### src/rtl/int_res_reader.sv
// Read-side sequencer for the IntRes word store: turns a single/double-width
// request into one or two 9-bit storage reads and returns one 18-bit response.
module int_res_reader #(
    parameter int N_ELEM         = 57116,
    parameter int ADDR_W         = $clog2(N_ELEM),
    parameter int WORD_W         = 9,
    parameter int MEM_RD_LATENCY = 1
) (
    input  logic                clk,
    input  logic                rst,
    input  logic                req_valid,
    output logic                req_ready,
    input  logic [ADDR_W-1:0]   req_addr,
    input  logic                req_double,
    output logic                rsp_valid,
    output logic [2*WORD_W-1:0] rsp_data,
    output logic                rsp_err,
    output logic                mem_rd_en,
    output logic [ADDR_W-1:0]   mem_addr,
    input  logic [WORD_W-1:0]   mem_rd_data
);
    typedef enum logic [2:0] {IDLE, ISSUE_LO, ISSUE_HI, WAIT, RESP} state_t;

    localparam logic [ADDR_W:0] LIM_S = (ADDR_W+1)'(N_ELEM);
    localparam logic [ADDR_W:0] LIM_D = (ADDR_W+1)'(N_ELEM - 1);

    state_t                    r_state;
    logic                      r_req_ready;
    logic                      r_rsp_valid;
    logic [2*WORD_W-1:0]       r_rsp_data;
    logic                      r_rsp_err;
    logic                      r_mem_rd_en;
    logic [ADDR_W-1:0]         r_mem_addr;
    logic [ADDR_W-1:0]         r_addr;
    logic                      r_double;
    logic                      r_err;
    logic [WORD_W-1:0]         r_lo;
    // One slot per latency cycle: which issued read (lo/hi) returns when.
    logic [MEM_RD_LATENCY-1:0] r_vld_pipe;
    logic [MEM_RD_LATENCY-1:0] r_hi_pipe;

    logic w_oor;
    logic w_cap;
    logic w_cap_hi;

    assign w_oor    = req_double ? ({1'b0, req_addr} >= LIM_D)
                                 : ({1'b0, req_addr} >= LIM_S);
    assign w_cap    = r_vld_pipe[MEM_RD_LATENCY-1];
    assign w_cap_hi = r_hi_pipe[MEM_RD_LATENCY-1];

    assign req_ready = r_req_ready;
    assign rsp_valid = r_rsp_valid;
    assign rsp_data  = r_rsp_data;
    assign rsp_err   = r_rsp_err;
    assign mem_rd_en = r_mem_rd_en;
    assign mem_addr  = r_mem_addr;

    always_ff @(posedge clk) begin
        if (rst) begin
            r_state     <= IDLE;
            r_req_ready <= 1'b1;
            r_rsp_valid <= 1'b0;
            r_rsp_data  <= '0;
            r_rsp_err   <= 1'b0;
            r_mem_rd_en <= 1'b0;
            r_mem_addr  <= '0;
            r_addr      <= '0;
            r_double    <= 1'b0;
            r_err       <= 1'b0;
            r_lo        <= '0;
            r_vld_pipe  <= '0;
            r_hi_pipe   <= '0;
        end else begin
            r_rsp_valid <= 1'b0;
            for (int i = MEM_RD_LATENCY-1; i > 0; i--) begin
                r_vld_pipe[i] <= r_vld_pipe[i-1];
                r_hi_pipe[i]  <= r_hi_pipe[i-1];
            end
            r_vld_pipe[0] <= r_mem_rd_en;
            r_hi_pipe[0]  <= (r_state == ISSUE_HI);

            if (w_cap && !w_cap_hi)
                r_lo <= mem_rd_data;

            case (r_state)
                IDLE, RESP: begin
                    if (req_valid) begin
                        r_addr      <= req_addr;
                        r_double    <= req_double;
                        r_req_ready <= 1'b0;
                        r_err       <= w_oor;
                        if (w_oor) begin
                            // Spend one cycle in WAIT so the error pulse lands at T+2.
                            r_state <= WAIT;
                        end else begin
                            r_state     <= ISSUE_LO;
                            r_mem_rd_en <= 1'b1;
                            r_mem_addr  <= req_addr;
                        end
                    end else begin
                        r_state     <= IDLE;
                        r_req_ready <= 1'b1;
                    end
                end
                ISSUE_LO: begin
                    if (r_double) begin
                        r_state     <= ISSUE_HI;
                        r_mem_rd_en <= 1'b1;
                        r_mem_addr  <= r_addr + ADDR_W'(1);
                    end else begin
                        r_state     <= WAIT;
                        r_mem_rd_en <= 1'b0;
                    end
                end
                ISSUE_HI: begin
                    r_state     <= WAIT;
                    r_mem_rd_en <= 1'b0;
                end
                WAIT: begin
                    if (r_err) begin
                        r_state     <= RESP;
                        r_req_ready <= 1'b1;
                        r_rsp_valid <= 1'b1;
                        r_rsp_data  <= '0;
                        r_rsp_err   <= 1'b1;
                    end else if (w_cap && (w_cap_hi || !r_double)) begin
                        r_state     <= RESP;
                        r_req_ready <= 1'b1;
                        r_rsp_valid <= 1'b1;
                        r_rsp_err   <= 1'b0;
                        r_rsp_data  <= r_double ? {mem_rd_data, r_lo}
                                                : {{WORD_W{mem_rd_data[WORD_W-1]}}, mem_rd_data};
                    end
                end
                default: r_state <= IDLE;
            endcase
        end
    end
endmodule

### config.mk
export PLATFORM = sky130hd
export DESIGN_NAME = int_res_reader
export DESIGN_NICKNAME = d
export VERILOG_FILES = /design/src/rtl/int_res_reader.sv
export SDC_FILE = /design/constraint.sdc
export NUM_CORES = 1
export LEC_CHECK = 0
export BUFFER_PORTS_ARGS = -buffer_cell sky130_fd_sc_hd__buf_2
export CAP_MARGIN = 5
export CORE_MARGIN = 5
export CORE_UTILIZATION = 40
export DETAILED_ROUTE_END_ITERATION = 10
export GPL_ROUTABILITY_DRIVEN = 0
export GPL_TIMING_DRIVEN = 0
export HOLD_SLACK_MARGIN = 0.15
export PLACE_DENSITY_LB_ADDON = 0.2
export SYNTH_ARGS = -nofsm -noshare
export SYNTH_HDL_FRONTEND = slang
export SYNTH_SLANG_ARGS = --single-unit
### constraint.sdc
create_clock -name clk -period 1.8 [get_ports clk]
set_clock_uncertainty 0.2 [all_clocks]
set_input_delay 0.09 -clock clk [delete_from_list [all_inputs] [get_ports clk]]
set_output_delay 0.09 -clock clk [all_outputs]
set_load 0.02 [all_outputs]
==> results.md <==
- Synth area leaders: dfxtp_1, nand2_1, a21oi_1, mux2i_1, clkbuf_1
- Final Net Count: 561
- Yosys reg bits: 70
- Post-synthesis xor/xnor area fraction: 2.64%
- ANT nets after route: 0
- Htree depth: 3
- NetSw: 1.37 mW
- Setup slack after layout: -0.0487 ns
- Final Hold Fails: 5
- Post-synthesis mux area share: 5.48%
- Via count: 3427
- Diodes inserted: 0
- Worst Path Class, Setup: register to register
- RSZ-0062 raised after global routing: yes
- CTS Sinks: 70
- First-pass GRT wire length: 16800 µm
- Grt total ovfl: 0
- Worst VDD drop: 0.349 mV
- Port Buffers: 66
- Status: finished, violations left
- Synth Instances: 408
- First drt pass iteration count: 6
- Reg2reg setup slack: -0.05 ns
- P&R area growth vs syn: 45.2%
- Min-Delay Path Class: primary input to register
- Vias in the first global route: 3392
- Final period util: 103%
- DP Cell Count: 579
- Worst EP required: 1.90 ns
- CTS Buf Count: 9
- Final non-filler cell total: 641
- Yosys top cell by area: dfxtp_1
- Post-synthesis sequential area ratio: 42.3%
- Pwr Total: 4.26 mW
- Share of cells above drive strength 1: 34.3%
- Area taken by multi-input logic gates: 2010 µm²
- Syn_nets: 438
- Gate power share: 26.3%
- Syn_area_per_cell: 8.12 µm²
- Root Buffer: clkbuf_8
- Count leader, synth: nand2_1
- Die Y: 101 µm
- Hold Slack: -0.211 ns
- Bufs on Longest Clock Path: 2
- Failing checks: negative hold slack, negative setup slack
- Post-synth top cells: nand2_1, dfxtp_1, a21oi_1, clkbuf_1, nor2_1
- Clock transition at path regs: 0.08 ns
- Crit. Startpoint: r_addr[8]$_SDFFE_PP0P_
- Vias per cell: 5.35
- Die width: 101 µm
- Slew at the pin with the worst max-slew slack: 0.619 ns
- Core footprint: 8130 µm²
- Leakage: 1.91 nW
- Area of the mapped netlist: 3310 µm²
- Max-slew headroom: 58.6%
- Crit start category: register
- Distinct cells, synth: 50
- Sequential power share: 42.0%
- Initial drt markers: 166
- Total GRT Usage: 20.7%
- # rows: 33
- Switching share of power: 32.0%
- EDFF count, synth: 0
- Total wire length: 10700 µm
- Initial antenna violation count: 0
- Clk pwr share: 31.7%
- Power density over cell area: 886 nW/µm²
- HPWL Detailed: 6780 µm
- Tmin final: 1.85 ns
- Largest family of logic cells by synthesized area: simple AND/OR/NAND/NOR gates
- Asr flop ratio synth: 0%
- Initial Util: 40.7%
- MaxCap Viol Count: 0
- Compound-Gate Fraction of Synth Area: 20.8%
- CTS tree: done
- Max-slew violation count: 0
- Adder-Cell Fraction of Synth Area: 0.378%
- Die area: 10200 µm²
- Wire per inst: 16.6 µm
- Crit Path Max Fanout: 2
- Worst skew pair latency: 0.36 ns
- Dpl ws: -0.621 ns
- Arr. time, crit path: 1.95 ns
- Ys flop type: dfxtp_1
- Int Pwr: 2.90 mW
- Element type at the critical path end: register
- Setup violators final: 3
- Fillers: 714
- Post-Synth Simple-Gate Area: 23.3%
- YS warnings: 0
- I/O pin cnt: 67
- Register area: 1440 µm²
- Drc violations: 0
- Final core occ: 59.2%
- Synth top area share: 42.3%
- Peak Freq: 541 MHz
- Hold Crit Start: req_addr[10]
- Worst R2R Start: r_addr[8]$_SDFFE_PP0P_
- Largest net degree at the start of global routing: 13
critical path, cell delays in order, from the launching register on:
cell and delay, ns:
dfxtp_4 0.37, nand4_4 0.10, or3_4 0.39, or4_1 0.40
a31oi_1 0.17, a22o_1 0.15
per-layer routing:
metal / track usage (%) / vias up / routed length (µm)
met3: 6.16 / 22 / 687
li1: - / 1689 / -
met2: 34.8 / 106 / 5210
met1: 25.5 / 1610 / 4580
met5: 0 / - / 0
met4: 6.54 / 0 / 190
registers in the layout (all words and copies together), names as in the netlist, 3 cells and up:
register / cells
r_lo: 9
rsp_data: 18
mem_addr: 16
r_state: 3
r_addr: 16
path summary, 6_finish.rpt:
path / depth (start not counted) / endpoint
min reg2reg: 2 / r_lo[5]$_SDFFE_PP0P_
max: 5 / mem_addr[14]$_SDFFE_PP0P_
max reg2reg: 5 / mem_addr[14]$_SDFFE_PP0P_
min: 3 / r_addr[10]$_SDFFE_PP0P_
per-stage QoR:
step,cell area (µm²),hold WS [ns],setup TNS [ns]
floorplan,3340,0.0156,-0.0430
global placement,3800,0.145,-15.23
detailed placement,3800,0.142,-15.35
CTS,4600,0.206,-0.942
global route,4810,-0.208,-0.462
finish,4810,-0.211,-0.0629
cell type report:
| type | count | share of cell area, % |
|---|---|---|
| Clock inverter | 5 | 1.17 |
| Buffer | 25 | 3.43 |
| Clock buffer | 11 | 3.17 |
| Multi-Input combinational cell | 297 | 41.8 |
| Tap cell | 105 | 2.73 |
| Inverter | 11 | 0.858 |
| Timing Repair Buffer | 117 | 17.0 |
| Sequential cell | 70 | 29.9 |
power groups by stage:
stage	Clock (mW)	Sequential, mW	Combinational, mW
global route	1.44	1.81	1.22
CTS	1.36	1.77	1.04
global placement	0	1.80	0.855
floorplan	0	1.87	0.522
detailed placement	0	1.80	0.860
finish	1.35	1.79	1.12
layout by cell type, fill, tap and decap left out, drive strengths merged, types with 6 or more instances in the layout:
cell type    synthesis  routed
buf                  6      97
nand2               78      78
dfxtp               70      70
a21oi               49      49
clkbuf              23      29
dlygate4sd3          0      25
nor2                23      23
mux2i               17      17
inv                 11      11
nand3               10      10
or3                 10      10
o2bb2ai              9       9
xnor2                9       9
o21ai                9       9
nor2b                8       8
nor3                 8       8
a211o                6       6
nand4                6       6
a211oi               6       6
logic make-up (layout without fill, tap and decap cells):
family / Yosys count / in the layout
buffers and inverters: 41 / 169
muxes: 18 / 18
and+or+nand+nor: 162 / 162
DFF: 70 / 70
adders and majority gates: 1 / 1
AOI/OAI and AO/OA: 106 / 106
xor gates and xnor gates: 10 / 10
what timing repair did:
item	in CTS	in global routing
hold buffers	30	2
endpoints found under the setup margin	51	60
pin swaps	11	28
cloned	1	1
setup buffers	16	7
gates resized for setup	51	56
hold endpoints to repair	64	14
Power figures use the tool's default switching activity.
